**src/rtl/lui_unit_pkg.sv**
```systemverilog
//------------------------------------------------------------------------------
// Module   : lui_unit_pkg
// Brief    : Shared MIPS immediate-extension mode encodings.
// Revision : 1.0
//------------------------------------------------------------------------------
`default_nettype none

package lui_unit_pkg;

    localparam int c_IMM_W = 16;
    localparam int c_OUT_W = 32;

    typedef enum logic [1:0] {
        MODE_LUI    = 2'b00,
        MODE_SEXT   = 2'b01,
        MODE_ZEXT   = 2'b10,
        MODE_BRANCH = 2'b11
    } imm_mode_e;

endpackage

`default_nettype wire

```
**src/rtl/lui_unit_imm_ext.sv**
```systemverilog
//------------------------------------------------------------------------------
// Module   : imm_ext
// Brief    : Combinational 16-to-32-bit immediate extender (LUI/SEXT/ZEXT/BRANCH).
// Revision : 1.0
//------------------------------------------------------------------------------
`default_nettype none

module imm_ext
    import lui_unit_pkg::*;
(
    input  logic [c_IMM_W-1:0] immed,
    input  logic [1:0]         mode,
    output logic [c_OUT_W-1:0] ext_o
);

    always_comb begin
        ext_o = '0;
        case (imm_mode_e'(mode))
            MODE_LUI:    ext_o = {immed, 16'h0000};
            MODE_SEXT:   ext_o = {{16{immed[15]}}, immed};
            MODE_ZEXT:   ext_o = {16'h0000, immed};
            // Word offset: top two sign copies fall off bit 31.
            MODE_BRANCH: ext_o = {{14{immed[15]}}, immed, 2'b00};
            default:     ext_o = '0;
        endcase
    end

endmodule

`default_nettype wire

```
**src/rtl/lui_unit.sv**
```systemverilog
//------------------------------------------------------------------------------
// Module   : lui_unit
// Brief    : Immediate generator wrapping imm_ext with optional output register.
// Revision : 1.0
//------------------------------------------------------------------------------
`default_nettype none

module lui_unit
    import lui_unit_pkg::*;
#(
    parameter int OUT_REG = 1
) (
    input  logic               clk,
    input  logic               reset,
    input  logic               in_valid,
    input  logic [c_IMM_W-1:0] immed,
    input  logic [1:0]         mode,
    output logic [c_OUT_W-1:0] lui_out,
    output logic               out_valid
);

    logic [c_OUT_W-1:0] w_ext;

    imm_ext u_imm_ext (
        .immed (immed),
        .mode  (mode),
        .ext_o (w_ext)
    );

    generate
        if (OUT_REG != 0) begin : g_reg
            logic [c_OUT_W-1:0] lui_out_q;
            logic [c_OUT_W-1:0] lui_out_d;
            logic               out_valid_q;

            // Result holds when idle; only the valid flag drops.
            assign lui_out_d = in_valid ? w_ext : lui_out_q;

            always_ff @(posedge clk or posedge reset) begin
                if (reset) begin
                    lui_out_q   <= '0;
                    out_valid_q <= 1'b0;
                end else begin
                    lui_out_q   <= lui_out_d;
                    out_valid_q <= in_valid;
                end
            end

            assign lui_out   = lui_out_q;
            assign out_valid = out_valid_q;
        end else begin : g_comb
            logic w_unused;
            assign w_unused  = clk ^ reset;
            assign lui_out   = w_ext;
            assign out_valid = in_valid;
        end
    endgenerate

endmodule

`default_nettype wire

```
**config.mk**
```make
export PLATFORM = sky130hd
export DESIGN_NAME = lui_unit
export DESIGN_NICKNAME = d
export VERILOG_FILES = /design/src/rtl/lui_unit_pkg.sv /design/src/rtl/lui_unit_imm_ext.sv /design/src/rtl/lui_unit.sv
export SDC_FILE = /design/constraint.sdc
export NUM_CORES = 1
export LEC_CHECK = 0
export ABC_AREA = 1
export CAP_MARGIN = 20
export CORE_MARGIN = 2
export CORE_UTILIZATION = 47
export DETAILED_ROUTE_END_ITERATION = 8
export PLACE_DENSITY = 0.92
export RECOVER_POWER = 100
export SLEW_MARGIN = 30
export SYNTH_ARGS = -nofsm -noshare
export SYNTH_HDL_FRONTEND = slang
export SYNTH_HIERARCHICAL = 1
export SYNTH_SLANG_ARGS = --single-unit
```
**constraint.sdc**
```tcl
create_clock -name clk -period 1.01 [get_ports clk]
set_input_delay 0.1515 -clock clk [delete_from_list [all_inputs] [get_ports clk]]
set_output_delay 0.1515 -clock clk [all_outputs]
set_load 0.01 [all_outputs]
```
==> results of run 1 <==
kinds of logic (layout without fill, tap and decap cells):
kind of cell,Yosys count,count (layout)
simple gates,190,190
flops,33,33
buf+inv,24,100
compound gates,1,1
flip-flops by register name (all words and copies together) (netlist names):
register and flops:
out_valid 1, lui_out 32
final timing paths:
| path | startpoint | end | slack [ns] | cells after the start |
|---|---|---|---|---|
| worst max-delay path | lui_out[31] | lui_out[31] | 0.02 | 1 |
| worst min-delay path | reset | lui_out[31] | 0.43 | 3 |
| worst max register to register | lui_out[3] | lui_out[3] | 0.18 | 4 |
| worst min register to register | lui_out[22] | lui_out[22] | 0.47 | 2 |
| max in group asynchronous | reset | lui_out[27] | 0.26 | 3 |
| min in group clk | lui_out[22] | lui_out[22] | 0.47 | 2 |
cell type report:
cell class                      instances  share of cell area
Clock inverter                          1             0.00201
Multi-Input combinational cell        191               0.331
Clock buffer                            7              0.0388
Sequential cell                        33               0.332
Inverter                                6              0.0111
Timing Repair Buffer                   86               0.261
Tap cell                               48              0.0242
cell usage in the layout (no fill, tap or decap), drive strengths merged:
master,instances
buf,36
clkbuf,37
clkdlybuf4s50,17
clkinv,1
dfrtp,33
dlygate4sd2,2
dlygate4sd3,1
inv,6
nand2,129
nand3,58
nor2,3
o21ai,1
stage by stage:
stage	total power [uW]	instance area (sq um)	util	hold WS, ns
2_1_floorplan	1980	1820	-	0.183
4_1_cts	3550	2500	0.678	0.216
3_3_place_gp	2510	2510	0.680	0.454
3_5_place_dp	2540	2510	0.680	0.458
6_report	3520	2490	0.674	0.428
5_1_grt	3700	2490	0.674	0.481
where the power goes:
part	internal [uW]	total [uW]	switching, uW
registers	1460	1530	73.1
logic	409	882	473
clock network	616	1100	489
metal layers:
| layer | track usage | routed length (um) | vias up |
|---|---|---|---|
| li1 | - | - | 933 |
| met4 | 0.0842 | 94 | 0 |
| met5 | 0 | 0 | - |
| met3 | 0.0511 | 329 | 11 |
| met2 | 0.414 | 2440 | 80 |
| met1 | 0.328 | 2060 | 892 |
timing repair:
action                     CTS  global route
setup endpoints to repair   64            10
resized for setup          137             1
pin swaps                    0             0
buffers inserted             6             1
==> impl_results.md, run 1 <==
* Count leader, synth: nand2_1
* Multiplexer area fraction after synthesis at 0
* Root Buffer: clkbuf_8
* Diodes inserted at 0
* Synth top area cells: dfrtp_1, nand2_1, nand3_1
* Final Hold Vio Count at 0
* Layout net count at 344
* Fraction of registers with async set or reset after synthesis at 1.00
* Max Buffers Root-to-Sink at 2
* Most frequent cells after synthesis: nand2_1, nand3_1, dfrtp_1, buf_2, nand2_2
* Final ANT Viol Nets at 0
* CTS buffer count at 5
* HP Class: input port to asynchronous set/reset pin
* Vias at 1,916
* CTS tree: yes
* Crit start category: flip-flop
* FF+latch count, synth at 33
* Final min period at slightly below 1 ns
* Synthesized instance count at between 200 and 250
* P&R area growth vs syn at 36.4%
* Ys Warns at 6
* Max Fclk at a little over 1000 MHz
* Slowest CP cell: dfrtp_1
* RSZ-0062 raised after global routing: no
* Die Footprint at 4390 sq um
* Per-cell routed wire length at between 10 and 15 um
* Max_slew headroom at 0.703
* Worst Setup Slack, final at around 0.023 ns
* 1st-iter DRT viols at 130
* Simple-Gate Fraction of Synth Area at 0.446
* CP Data Arrival Time at approximately 0.84 ns
* Routed vias/inst at a little over 5
* Clock Latency Late Sink at roughly 0.29 ns
* Static leakage at around 0.0014 uW
* Crit path kind: flip-flop to output pin
* DP Cell Count at 357
* Setup tns final at 0 ns
* Largest net degree at the start of global routing at 34
* Ys flop type: dfrtp_1
* Adder-Cell Fraction of Synth Area at 0
* Post-synth EDFFs at 0
* Post-synth top area share at 0.453
* Number of max-cap violations at 0
* CORE AREA at 3690 sq um
* Crit-path cells: buf_2
* Post-Syn Area at between 1500 and 2000 sq um
* Fill count at between 300 and 400
* Tot GR Track Use at 0.251
* Chip Height at between 60 and 70 um
* Final RePlAce weighted congestion at a little under 0.9
* CP max stage delay at ~0.4 ns
* Fin. max-slew vios at 0
* First-pass GRT wire length at 8400 um
* Htree depth at 2
* Reg clk slew, reported paths at around 0.07 ns
* Final clock skew at 0 ns
* PortBufs at 53
* Number of global-route vias before repair at ~1,800
* Slew @ Worst Pin at approximately 0.45 ns
* Status: complete, no violations
* Hold Buf Count CTS at 0
* Setup crit end kind: output pin
* Detailed Place HPWL at roughly 3500 um
* VDD IR max at approximately 0.88 mV
* Setup WS pre-CTS at -0.476 ns
* CP required at between 0.8 and 0.9 ns
* Synth area leader: dfrtp_1
* Finished Layout Cells at 372
* CP Max Fanout at 2
* Initial antenna violation count at 0
* Pre-antenna DRT Iters at 4
* Layout cells sized above 1 at 0.250
* Largest family of logic cells by synthesized area: simple AND/OR/NAND/NOR gates
* Routed WL at just under 5000 um
* Total grt overflow at 0
* Clock sink count at 33
* Mapped Avg Cell Area at around 7.4 sq um
* Setup-failing EPs final at 0
* Post-Synth XOR/XNOR Area at 0
* Remaining DRCs at 0
* Area occupied by multi-input gates at between 800 and 900 sq um
* Die width at between 60 and 70 um
* Syn Nets at 269
* Reg area at 826 sq um
* Rows at 22
* Seq/Total Area, Yosys at 0.453
* Initial core utilization at 0.494
* Top delay family on crit path: flip-flops
* Fraction of the mapped netlist area in compound gates at 0.00275
* Post-synthesis cell type count at 15
* CP bufs+invs at 1
* PwrDens at around 1400 nW/um^2
* Fin crit share at 0.977
* # IOs at 54
No activity file was read; power rests on OpenSTA's default activity.
==> run 2, diff against run 1 <==
- PLACE_DENSITY: 0.92 -> 0.84
==> run 2 against run 1 <==
Against the previous run:
- sequential share of layout area increased by 1.2 points
- clock power is 8% higher
- fmax is 1.8% higher
- flip-flop and latch count is the same
- worst setup slack better by 0.017 ns
- via count is 2.6% lower
- non-clock buffer count fell by 6
- power rose by 0.60%
- clock skew did not move
- critical path type unchanged
- register-to-register slack barely moved
- die area unchanged
==> impl_results.md, run 2 (synthesized netlist as in run 1, its figures left out) <==
* Status: complete, no violations (unchanged)
* HP Class: input port to flip-flop (was input port to asynchronous set/reset pin)
* P&R area growth vs syn at 31.6% (was 36.4%)
* Net Sw Frac at 0.281 (was 0.294)
* Crit start category: flip-flop (unchanged)
* Clock power share at 0.335 (was 0.314)
* CP max stage delay at 0.39 ns (was 0.40 ns)
* Final min period at 0.970 ns (was 0.987 ns)
* Initial antenna violation count at 0 (unchanged)
* 1st-iter DRT viols at 100 (was 130)
* NetSw at 995 uW (was 1030 uW)
* Slew @ Worst Pin at 0.442 ns (was 0.445 ns)
* # IOs at 54 (unchanged)
* Setup crit end kind: output pin (unchanged)
* Fill count at 369 (was 342)
* Routed wl met3 at 266 um (was 329 um)
* Pre-antenna DRT Iters at 4 (unchanged)
* Per-cell routed wire length at 12.5 um (was 13.3 um)
* Internal power at 2540 uW (was 2480 uW)
* RSZ-0062 raised after global routing: yes (was no)
* Setup-failing EPs final at 0 (unchanged)
* Max_slew headroom at 0.705 (was 0.703)
* Commonest non-fill, non-tap cells in the layout: nand2_1, nand3_1, dfrtp_1 (unchanged)
* Number of max-cap violations at 0 (unchanged)
* Detailed Place HPWL at 3140 um (was 3470 um)
* Final Hold Vio Count at 0 (unchanged)
* Htree depth at 2 (unchanged)
* CP required at 0.86 ns (about the same)
* Combinational share of power at 0.233 (was 0.251)
* Crit path kind: flip-flop to output pin (unchanged)
* Die width at 66.3 um (unchanged)
* DP Cell Count at 350 (was 357)
* Fin crit share at 0.960 (was 0.977)
* CP Max Fanout at 2 (unchanged)
* Chip Height at 66.3 um (unchanged)
* Number of global-route vias before repair at 1,756 (was 1,816)
* PwrDens at 1470 nW/um^2 (was 1410 nW/um^2)
* Fin. max-slew vios at 0 (unchanged)
* Static leakage at 0.00135 uW (was 0.00139 uW)
* Routed WL at 4560 um (was 4930 um)
* PortBufs at 53 (unchanged)
* CP Data Arrival Time at 0.82 ns (was 0.84 ns)
* Routed vias/inst at 5.11 (was 5.15)
* First-pass GRT wire length at 7800 um (was 8400 um)
* CTS buffer count at 5 (unchanged)
* Diodes inserted at 0 (unchanged)
* Max FFs per register at 32 (unchanged)
* Max Buffers Root-to-Sink at 2 (unchanged)
* Area occupied by multi-input gates at 823 sq um (unchanged)
* CTS tree: yes (unchanged)
* Clock sink count at 33 (unchanged)
* Reg clk slew, reported paths at 0.07 ns (about the same)
* Sequential share of power at 0.432 (was 0.435)
* Met2 wire length at 2210 um (was 2440 um)
* Most common cell after layout, fill and taps aside: nand2_1 (unchanged)
* Slowest CP cell: dfrtp_1 (unchanged)
* CORE AREA at 3690 sq um (unchanged)
* Remaining DRCs at 0 (unchanged)
* Die Footprint at 4390 sq um (unchanged)
* Rows at 22 (unchanged)
* Largest net degree at the start of global routing at 34 (unchanged)
* Layout cells sized above 1 at 0.246 (was 0.250)
* Clock Latency Late Sink at 0.28 ns (was 0.29 ns)
* Initial core utilization at 0.494 (unchanged)
* Top Layer Used: met4 (unchanged)
* Final RePlAce weighted congestion at 0.913 (was 0.867)
* CP bufs+invs at 1 (unchanged)
* Tot GR Track Use at 0.235 (was 0.251)
* Hold Buf Count CTS at 0 (unchanged)
* Layout net count at 338 (was 344)
* Root Buffer: clkbuf_8 (unchanged)
* Crit-path cells: buf_2 (unchanged)
* Max Fclk at 1030 MHz (was 1010 MHz)
* Setup tns final at 0 ns (unchanged)
* Vias at 1,866 (was 1,916)
* Final ANT Viol Nets at 0 (unchanged)
* Total grt overflow at 0 (unchanged)
* Final clock skew at 0 ns (unchanged)
* Finished Layout Cells at 365 (was 372)
* Top delay family on crit path: flip-flops (unchanged)
* Met1 wire length at 2000 um (was 2060 um)
* Reg area at 826 sq um (unchanged)
* VDD IR max at 0.967 mV (was 0.881 mV)
[run 2: layout make-up]
type	instances	area share
Inverter	6	0.0141
Clock inverter	2	0.0146
Clock buffer	5	0.0287
Tap cell	48	0.0250
Multi-Input combinational cell	191	0.343
Sequential cell	33	0.344
Timing Repair Buffer	80	0.230
[run 2: routing by layer]
layer / track usage / up-vias
met5: 0 / -
li1: - / 917
met1: 0.288 / 870
met2: 0.395 / 69
met3: 0.0545 / 10
met4: 0.0995 / 0
[run 2: repair_timing]
| item | CTS | global route |
|---|---|---|
| endpoints found under the setup margin | 65 | 24 |
| cloned | 0 | 0 |
| buffers inserted | 8 | 0 |
| gates resized for setup | 136 | 2 |
[run 2: path summary, 6_finish.rpt]
kind,cells past startpoint,slack (ns),endpoint,from
min in group asynchronous,3,0.43,lui_out[6],reset
max,1,0.04,lui_out[10],lui_out[10]
min,5,0.37,lui_out[11],mode[0]
max reg2reg,4,0.19,lui_out[8],lui_out[8]
max in group asynchronous,3,0.27,lui_out[1],reset
min reg2reg,2,0.47,lui_out[20],lui_out[20]
[run 2: metrics by stage]
step | cell area (sq um) | power, uW | hold slack, ns | setup slack (ns) | util
after floorplan | 1820 | 1980 | 0.183 | 0.110 | -
after global placement | 2420 | 2460 | 0.452 | -0.489 | 0.656
after detailed placement | 2420 | 2480 | 0.458 | -0.503 | 0.656
after CTS | 2420 | 3580 | 0.214 | 0.0222 | 0.657
after global routing | 2400 | 3750 | 0.384 | -0.00246 | 0.650
final | 2400 | 3540 | 0.367 | 0.0403 | 0.650
[run 2: power groups by stage]
stage	Combinational [uW]	Sequential (uW)	Clock [uW]
final	824	1530	1190
after global routing	917	1540	1290
after CTS	846	1520	1210
after detailed placement	928	1550	0
after global placement	915	1550	0
after floorplan	365	1620	0
